`src/rtl/xform_pkg.sv`:
```
// Shared types and defaults for the affine-transform stream sequencer.
package xform_pkg;

  localparam int unsigned DataWidthDef = 16;
  localparam int unsigned OutWidthDef  = 16;
  localparam int unsigned LanesDef     = 4;
  localparam int unsigned MatRowsDef   = 3;
  localparam int unsigned PipeLatDef   = 4;
  localparam int unsigned CntWidthDef  = 16;

  // StMat: loading matrix rows, StRun: streaming vectors, StDrain: flushing the pipeline
  typedef enum logic [1:0] {
    StMat,
    StRun,
    StDrain
  } xform_state_e;

  // Extract lane idx of a beat packed with lane 0 in the low bits.
  function automatic logic [DataWidthDef-1:0] lane_slice(
    input logic [LanesDef*DataWidthDef-1:0] beat,
    input int unsigned                      idx
  );
    return beat[idx*DataWidthDef +: DataWidthDef];
  endfunction

endpackage

```
`src/rtl/xform_tag_pipe.sv`:
```
// Valid/last tag shift register that tracks vectors through the datapath latency.
module xform_tag_pipe #(
  parameter int unsigned Depth = 4
) (
  input  logic             clk_i,
  input  logic             rst_ni,
  input  logic             en_i,
  input  logic             vld_i,
  input  logic             last_i,
  output logic [Depth-1:0] vld_o,
  output logic [Depth-1:0] last_o,
  output logic             empty_next_o
);

  logic [Depth-1:0] vld_q, vld_d;
  logic [Depth-1:0] last_q, last_d;

  // Shift one stage per enabled cycle; hold everything while stalled.
  always_comb begin
    vld_d  = vld_q;
    last_d = last_q;
    if (en_i) begin
      vld_d[0]  = vld_i;
      last_d[0] = last_i;
      for (int i = 1; i < int'(Depth); i++) begin
        vld_d[i]  = vld_q[i-1];
        last_d[i] = last_q[i-1];
      end
    end
  end

  // Tag state registers.
  always_ff @(posedge clk_i or negedge rst_ni) begin
    if (!rst_ni) begin
      vld_q  <= '0;
      last_q <= '0;
    end else begin
      vld_q  <= vld_d;
      last_q <= last_d;
    end
  end

  assign vld_o        = vld_q;
  assign last_o       = last_q;
  // Lets the sequencer leave drain in the same cycle the final result is taken.
  assign empty_next_o = ~|vld_d;

endmodule

```
`src/rtl/xform_stream_ctrl.sv`:
```
// Frame parser and stall controller for the 4-lane affine-transform datapath.
module xform_stream_ctrl
  import xform_pkg::*;
#(
  parameter int unsigned DATA_WIDTH = DataWidthDef,
  parameter int unsigned OUT_WIDTH  = OutWidthDef,
  parameter int unsigned LANES      = LanesDef,
  parameter int unsigned MAT_ROWS   = MatRowsDef,
  parameter int unsigned PIPE_LAT   = PipeLatDef,
  parameter int unsigned CNT_WIDTH  = CntWidthDef
) (
  input  logic                        s00_axis_aclk,
  input  logic                        s00_axis_aresetn,
  input  logic [LANES*DATA_WIDTH-1:0] s_tdata,
  input  logic                        s_tvalid,
  output logic                        s_tready,
  input  logic                        s_tlast,
  output logic                        cfg_we,
  output logic [1:0]                  cfg_row,
  output logic [LANES*DATA_WIDTH-1:0] cfg_data,
  output logic                        dp_ce,
  output logic                        dp_in_valid,
  output logic [LANES*DATA_WIDTH-1:0] dp_in_data,
  input  logic [LANES*OUT_WIDTH-1:0]  dp_out_data,
  output logic [LANES*OUT_WIDTH-1:0]  m_tdata,
  output logic                        m_tvalid,
  input  logic                        m_tready,
  output logic                        m_tlast,
  output logic                        busy,
  output logic                        err_hdr,
  output logic [CNT_WIDTH-1:0]        vec_count
);

  localparam logic [1:0] LastRow = 2'(MAT_ROWS - 1);

  xform_state_e                state_q, state_d;
  logic [1:0]                  row_cnt_q, row_cnt_d;
  logic                        cfg_we_q, cfg_we_d;
  logic [1:0]                  cfg_row_q, cfg_row_d;
  logic [LANES*DATA_WIDTH-1:0] cfg_data_q, cfg_data_d;
  logic                        err_hdr_q, err_hdr_d;
  logic [CNT_WIDTH-1:0]        vec_count_q, vec_count_d;

  logic [PIPE_LAT-1:0] vld, last;
  logic                pipe_empty_next;
  logic                accept;
  logic                vec_in;

  // Only a full output stage that is not being drained can stall the pipeline.
  assign dp_ce  = m_tready | ~vld[PIPE_LAT-1];
  assign accept = s_tvalid & s_tready;
  assign vec_in = (state_q == StRun) & accept;

  // Input ready depends on phase; never ready while reset is held.
  always_comb begin
    s_tready = 1'b0;
    case (state_q)
      StMat:   s_tready = 1'b1;
      StRun:   s_tready = dp_ce;
      default: s_tready = 1'b0;
    endcase
    if (!s00_axis_aresetn) s_tready = 1'b0;
  end

  xform_tag_pipe #(
    .Depth(PIPE_LAT)
  ) u_tag_pipe (
    .clk_i       (s00_axis_aclk),
    .rst_ni      (s00_axis_aresetn),
    .en_i        (dp_ce),
    .vld_i       (vec_in),
    .last_i      (vec_in & s_tlast),
    .vld_o       (vld),
    .last_o      (last),
    .empty_next_o(pipe_empty_next)
  );

  // Frame parsing: header rows, vector stream, then drain before the next header.
  always_comb begin
    state_d     = state_q;
    row_cnt_d   = row_cnt_q;
    cfg_we_d    = 1'b0;
    cfg_row_d   = cfg_row_q;
    cfg_data_d  = cfg_data_q;
    err_hdr_d   = err_hdr_q;
    vec_count_d = vec_count_q;
    case (state_q)
      StMat: begin
        if (accept) begin
          if (s_tlast) begin
            // Truncated header: drop this beat, keep rows already written.
            err_hdr_d = 1'b1;
            row_cnt_d = '0;
          end else begin
            cfg_we_d   = 1'b1;
            cfg_row_d  = row_cnt_q;
            cfg_data_d = s_tdata;
            if (row_cnt_q == LastRow) begin
              row_cnt_d   = '0;
              vec_count_d = '0;
              state_d     = StRun;
            end else begin
              row_cnt_d = row_cnt_q + 2'd1;
            end
          end
        end
      end
      StRun: begin
        if (accept) begin
          if (vec_count_q != '1) vec_count_d = vec_count_q + CNT_WIDTH'(1);
          if (s_tlast) state_d = StDrain;
        end
      end
      StDrain: begin
        if (pipe_empty_next) state_d = StMat;
      end
      default: state_d = StMat;
    endcase
  end

  // Sequencer state and registered configuration outputs.
  always_ff @(posedge s00_axis_aclk or negedge s00_axis_aresetn) begin
    if (!s00_axis_aresetn) begin
      state_q     <= StMat;
      row_cnt_q   <= '0;
      cfg_we_q    <= 1'b0;
      cfg_row_q   <= '0;
      cfg_data_q  <= '0;
      err_hdr_q   <= 1'b0;
      vec_count_q <= '0;
    end else begin
      state_q     <= state_d;
      row_cnt_q   <= row_cnt_d;
      cfg_we_q    <= cfg_we_d;
      cfg_row_q   <= cfg_row_d;
      cfg_data_q  <= cfg_data_d;
      err_hdr_q   <= err_hdr_d;
      vec_count_q <= vec_count_d;
    end
  end

  assign cfg_we      = cfg_we_q;
  assign cfg_row     = cfg_row_q;
  assign cfg_data    = cfg_data_q;
  assign err_hdr     = err_hdr_q;
  assign vec_count   = vec_count_q;
  assign dp_in_valid = vec_in;
  assign dp_in_data  = s_tdata;
  assign m_tdata     = dp_out_data;
  assign m_tvalid    = vld[PIPE_LAT-1];
  assign m_tlast     = last[PIPE_LAT-1];
  assign busy        = (state_q != StMat) | (|vld);

endmodule

```
`config.mk`:
```
export PLATFORM = sky130hd
export DESIGN_NAME = xform_stream_ctrl
export DESIGN_NICKNAME = d
export VERILOG_FILES = /design/src/rtl/xform_pkg.sv /design/src/rtl/xform_tag_pipe.sv /design/src/rtl/xform_stream_ctrl.sv
export SDC_FILE = /design/constraint.sdc
export NUM_CORES = 1
export LEC_CHECK = 0
export CORE_AREA = 2 2 136 138
export CTS_CLUSTER_SIZE = 30
export DETAILED_ROUTE_END_ITERATION = 10
export DIE_AREA = 0 0 138 140
export PLACE_DENSITY = 0.67
export SETUP_SLACK_MARGIN = 0.1
export SYNTH_ARGS = -nofsm -noshare
export SYNTH_HDL_FRONTEND = slang
export SYNTH_SLANG_ARGS = --single-unit
```
`constraint.sdc`:
```
create_clock -name s00_axis_aclk -period 2.4 [get_ports s00_axis_aclk]
set_input_delay 0.48 -clock s00_axis_aclk [delete_from_list [all_inputs] [get_ports s00_axis_aclk]]
set_output_delay 0.48 -clock s00_axis_aclk [all_outputs]
set_load 0.1 [all_outputs]
```
# Yosys cells after proc, flatten, opt, wreduce, memory -nomap -nowiden
# Index checks and enable logic that the tools add are counted.
[totals]
inputBits = 133
ff_bits = 96
[classes]
bitwise_logic = 7
n_reduce_logical = 10
muxes = 21
eq_ne = 11
add_sub_neg = 2
[op_table]
columns = ["op", "count"]
rows = [
  ["$mux W16", 5],
  ["$pmux W16 S2", 1],
  ["$add A16 B1 Y16 const B", 1],
  ["$mux W2", 8],
  ["$ne A16 B16 Y1 const B", 1],
  ["$ne A2 B2 Y1 const B", 6],
  ["$reduce_and A6 Y1", 2],
  ["$reduce_or A4 Y1", 2],
  ["$pmux W2 S3", 1],
  ["$reduce_and A3 Y1", 2],
  ["$eq A2 B2 Y1 const B", 2],
  ["$mux W1", 4],
  ["$mux W4", 1],
  ["$reduce_bool A2 Y1", 2],
  ["$and A1 B1 Y1", 3],
  ["$add A2 B1 Y2 const B", 1],
  ["$eq A2 B1 Y1 const B", 1],
  ["$logic_not A2 Y1", 1],
  ["$ne A2 B1 Y1 const B", 1],
  ["$not A1 Y1", 2],
  ["$or A1 B1 Y1", 2],
  ["$pmux W1 S2", 1],
  ["$reduce_and A2 Y1", 1],
]

# Logic depth before layout (Yosys ltp)
[depth]
word_depth = 10
mapped_depth = 9
mapped_depth_nobuf = 6

# Hierarchy
# From an unflattened synthesis, not the netlist that was laid out.
[unflattened]
hier_cells = 422
hier_area_um2 = 5011.1
[modules_own_cells]
columns = ["mod", "n_inst", "seq_area_each_um2", "cells_per_inst", "area_per_inst_um2"]
rows = [
  ["xform_stream_ctrl", 1, 2202.1, 399, 4664.5],
  ["xform_tag_pipe", 1, 200.2, 23, 346.6],
]

# Worst setup path after synthesis
# No wires, ideal clock.
[synth_timing]
kind = "register -> output"
start = "register u_tag_pipe.vld_q[3] (netlist: u_tag_pipe.vld_o[3])"
end = "output port s_tready"
path_stages_with_launch = 4
n_path_buf = 1
setup_slack_ns = -0.717
t_required_ns = 1.920
arrival_time_ns = 2.637
path_cell_list = "dfrtp_1 -> nor2b_1 -> buf_6 -> a21oi_1"
[synth_between]
elab_chain_cells = 4
[synth_rtl]
columns = ["item", "line", "text"]
rows = [
  ["start: declaration", "xform_tag_pipe.sv:15", "logic [Depth-1:0] vld_q, vld_d;"],
  ["start signal: assignment", "xform_tag_pipe.sv:38", "vld_q <= vld_d;"],
  ["$not A1 Y1", "xform_stream_ctrl.sv:50", "assign dp_ce = m_tready | ~vld[PIPE_LAT-1];"],
  ["$or A1 B1 Y1", "xform_stream_ctrl.sv:50", ""],
  ["$pmux W1 S2", "xform_stream_ctrl.sv:57", "case (state_q)"],
  ["$mux W1", "xform_stream_ctrl.sv:62", "if (!s00_axis_aresetn) s_tready = 1'b0;"],
  ["end: declaration", "xform_stream_ctrl.sv:16", "output logic s_tready,"],
]
# No other way between the ends.

# Final worst setup path
[layout_timing]
start = "input port s_tvalid"
end = "output port dp_in_valid"
[layout_between]
elab_chain_cells = 2
[layout_rtl]
columns = ["item", "line", "text"]
rows = [
  ["start: declaration", "xform_stream_ctrl.sv:15", "input logic s_tvalid,"],
  ["$and A1 B1 Y1", "xform_stream_ctrl.sv:51", "assign accept = s_tvalid & s_tready;"],
  ["$and A1 B1 Y1", "xform_stream_ctrl.sv:52", "assign vec_in = (state_q == StRun) & accept;"],
  ["end: declaration", "xform_stream_ctrl.sv:22", "output logic dp_in_valid,"],
]
# No other way between the ends.

==> results_dict.tcl <==
set metrics [dict create \
    outcome "finished clean" \
    cts_tree "yes" \
    finalSetupViolCount 0 \
    max_cap_viol_count 0 \
    yosys_warnings 0 \
    cp.arrival_ps 1660 \
    p_total_mw 11.3 \
    p_leak_nw 3.61 \
    worstPathRequired_ps 1920 \
    hold_path.class "in2async" \
    fillers 1736 \
    grt_pass1_wl_mm 20.7 \
    synthTopCellsByArea "dfrtp_1, buf_4, nand2_1" \
    grt.total_usage_pct 13.3 \
    synth_seq_cells 96 \
    synth_fp_nets 707 \
    critPathCapture "dp_in_valid" \
    cts.sinks 96 \
    port_buffers 222 \
    final_cells 901 \
    finalCritPeriodShare_pct 89.0 \
    synth_top_area_share_pct 48.1 \
    ff2ff_path_depth 5 \
    drive_above_1_share_pct 30.8 \
    slowest_delay_ps 470 \
    synth_edf_count 0 \
    cp-startpoint "s_tvalid" \
    cts_buffer_depth 2 \
    grt_pass1_vias 3889 \
    r2r_start "vec_count[0]" \
    synth.distinct_cells 37 \
    drtIter0Drc 179 \
    cp_max_fo 3 \
    slew_headroom_pct 56.8 \
    regArea_um2 2410 \
    max_freq_ghz 0.468 \
    io_pins 351 \
    die_width_um 138 \
    antenna_found_initial 0 \
    routed_wl_mm 13.0 \
    cts_made_buffers 9 \
    dp_hpwl_mm 10.0 \
    worstSkewPairLatency_ps 340 \
    cts-resized-gates 0 \
    die_area_um2 19300 \
    coreArea_um2 17800 \
    tightest_slew_ps 648 \
    final_nets 801 \
    overflow 0 \
    syn_inst 573 \
    timing.reg2reg.setup_slack_ps 500 \
    cts_root_buffer "clkbuf_16" \
    placedCellCount 885 \
    ys.flop_type "dfrtp_1" \
    multiInputGateArea_um2 1510 \
    powerDensity_nw_per_um2 1540 \
    htreeDepth 3 \
    dp_slack_ps 114 \
    path_cells "clkdlybuf4s50_1 -> and3b_1 -> and3_2 -> buf_12" \
    cp-start-kind "input pin" \
    path_clk_slew_ps 70 \
    drc_errors 0 \
    seq_area_frac_synth_pct 48.1 \
    num_rows 49 \
    slew_viol_final 0 \
    setup_tns_ps 0 \
    drt-wirelength-per-cell_um 14.5 \
    yosysTopAreaCell "dfrtp_1" \
    grt_start_max_net_pins 52 \
    final_hold_viol_count 0 \
    cts.hold.buffers_added 0 \
    syn-cell-area_um2 4990 \
    period_needed_ps 2140 \
    async_flop_share_pct 100 \
    slowest_stage "clkdlybuf4s50_1" \
    cts_setup_buffers 0 \
    ant_nets 0 \
    n_antenna_cell 0 \
    layout_setup_ws_ps 265 \
    first_pass_iters 4 \
    clock_skew_ps 6.77 \
    avgSynthCellArea_um2 8.71 \
    num_vias 3906 \
    vias_per_cell 4.34 \
    endpoint_kind "output pin" \
    syn2layout_area_growth_pct 47.5 \
    place_congestion 0.823 \
    die_y_um 140 \
    rsz0062_at_grt "no" \
    start_util_pct 28.1 \
    reg2reg_to "vec_count[9]" \
    critical_path_class "in2out" \
    peakVddDrop_mv 1.05 \
]
## cells by family (layout without fill, tap and decap cells)
logic type	Yosys count	after routing	synth area share [%]
simple gates	278	278	23.9
buf+inv	155	254	21.8
flops	96	96	48.1
compound gates	40	40	5.21
mux	3	3	0.677
fa+ha+maj	1	1	0.251
## cell usage after synthesis, types with 2 or more instances
library cell	count
nor2b_1	2
a22o_1	2
mux2_2	3
clkbuf_1	9
o21ai_0	5
buf_4	128
nor2_1	7
o311ai_1	2
dfrtp_1	96
or4_1	8
and4_4	3
o31ai_1	8
buf_6	2
nand3_1	15
nand4_1	3
buf_1	3
a21oi_1	11
nor3_1	3
nand2b_1	5
inv_1	2
nand2_1	219
and3_1	6
a21o_1	4
buf_2	10
o21ai_1	5
## area by class of cell
class | instances | area share, %
sequential | 96 | 32.8
tap | 229 | 3.89
multi-input combinational | 322 | 20.5
timing repair buffer | 235 | 38.5
clock inverter | 6 | 0.935
inverter | 3 | 0.153
clock buffer | 10 | 3.25
## critical path, delay by kind of cell
family | cells | cell delay (ps)
and+or+nand+nor | 2 | 520
buffers and inverters | 2 | 650
## layer usage
metal / global-route usage [%] / vias to the layer above / wire length, um
met3: 4.21 / 17 / 799
met1: 16.0 / 1854 / 5350
met2: 22.9 / 132 / 6650
li1: - / 1903 / -
met4: 3.97 / 0 / 228
met5: 0 / - / 0
## through the flow
step           instance area [um2]  util (%)  hold WS, ps
2_1_floorplan                 5010         -          184
3_3_place_gp                  7050      39.7          450
3_5_place_dp                  7050      39.7          456
4_1_cts                       7360      41.4          271
5_1_grt                       7360      41.4          298
6_report                      7360      41.4          256
## registers in the layout, summed over array words and instances, names as in the netlist
name and cells:
cfg_row 2, state_q 2, row_cnt_q 2, u_tag_pipe.vld_o 4, u_tag_pipe.last_o 4, vec_count 16, cfg_data 64, cfg_we 1
err_hdr 1
## worst min path at each step
stage / start / depth (start not counted) / to / slack [ps]
after CTS: s00_axis_aresetn / 2 / vec_count[4] / 270
final: s00_axis_aresetn / 2 / vec_count[4] / 260
after global routing: s00_axis_aresetn / 2 / vec_count[4] / 300
after detailed placement: u_tag_pipe.last_o[2] / 2 / u_tag_pipe.last_o[2] / 460
after floorplan: s00_axis_aresetn / 0 / cfg_data[0] / 180
after global placement: u_tag_pipe.last_o[2] / 2 / u_tag_pipe.last_o[2] / 450
## report_power, final
part | internal, mW | switching [mW]
Sequential | 2.24 | 0.407
Combinational | 1.50 | 5.74
Clock | 0.838 | 0.628
Total | 4.57 | 6.77
## cell usage in the layout, fill, tap and decap left out, types with 2 or more instances in the layout
cell             synthesis  routed
nor2_1                   7       7
a22o_1                   2       2
buf_4                  128      96
a21o_1                   4       4
o21ai_1                  5       5
and4_4                   3       3
dfrtp_1                 96      86
o31ai_1                  8       8
or4_1                    8       8
buf_12                   0      72
nand3_1                 15      15
clkbuf_16                0       9
and3_1                   6       5
nand4_1                  3       3
clkinvlp_4               0       4
a21oi_1                 11      10
mux2_2                   3       3
nor3_1                   3       3
nor2b_1                  2       2
inv_2                    1       2
o311ai_1                 2       2
clkdlybuf4s50_1          0      67
nand2b_1                 5       5
dfrtp_2                  0      10
o21ai_0                  5       5
nand2_1                219     218
(Power assumes the default switching activity.)
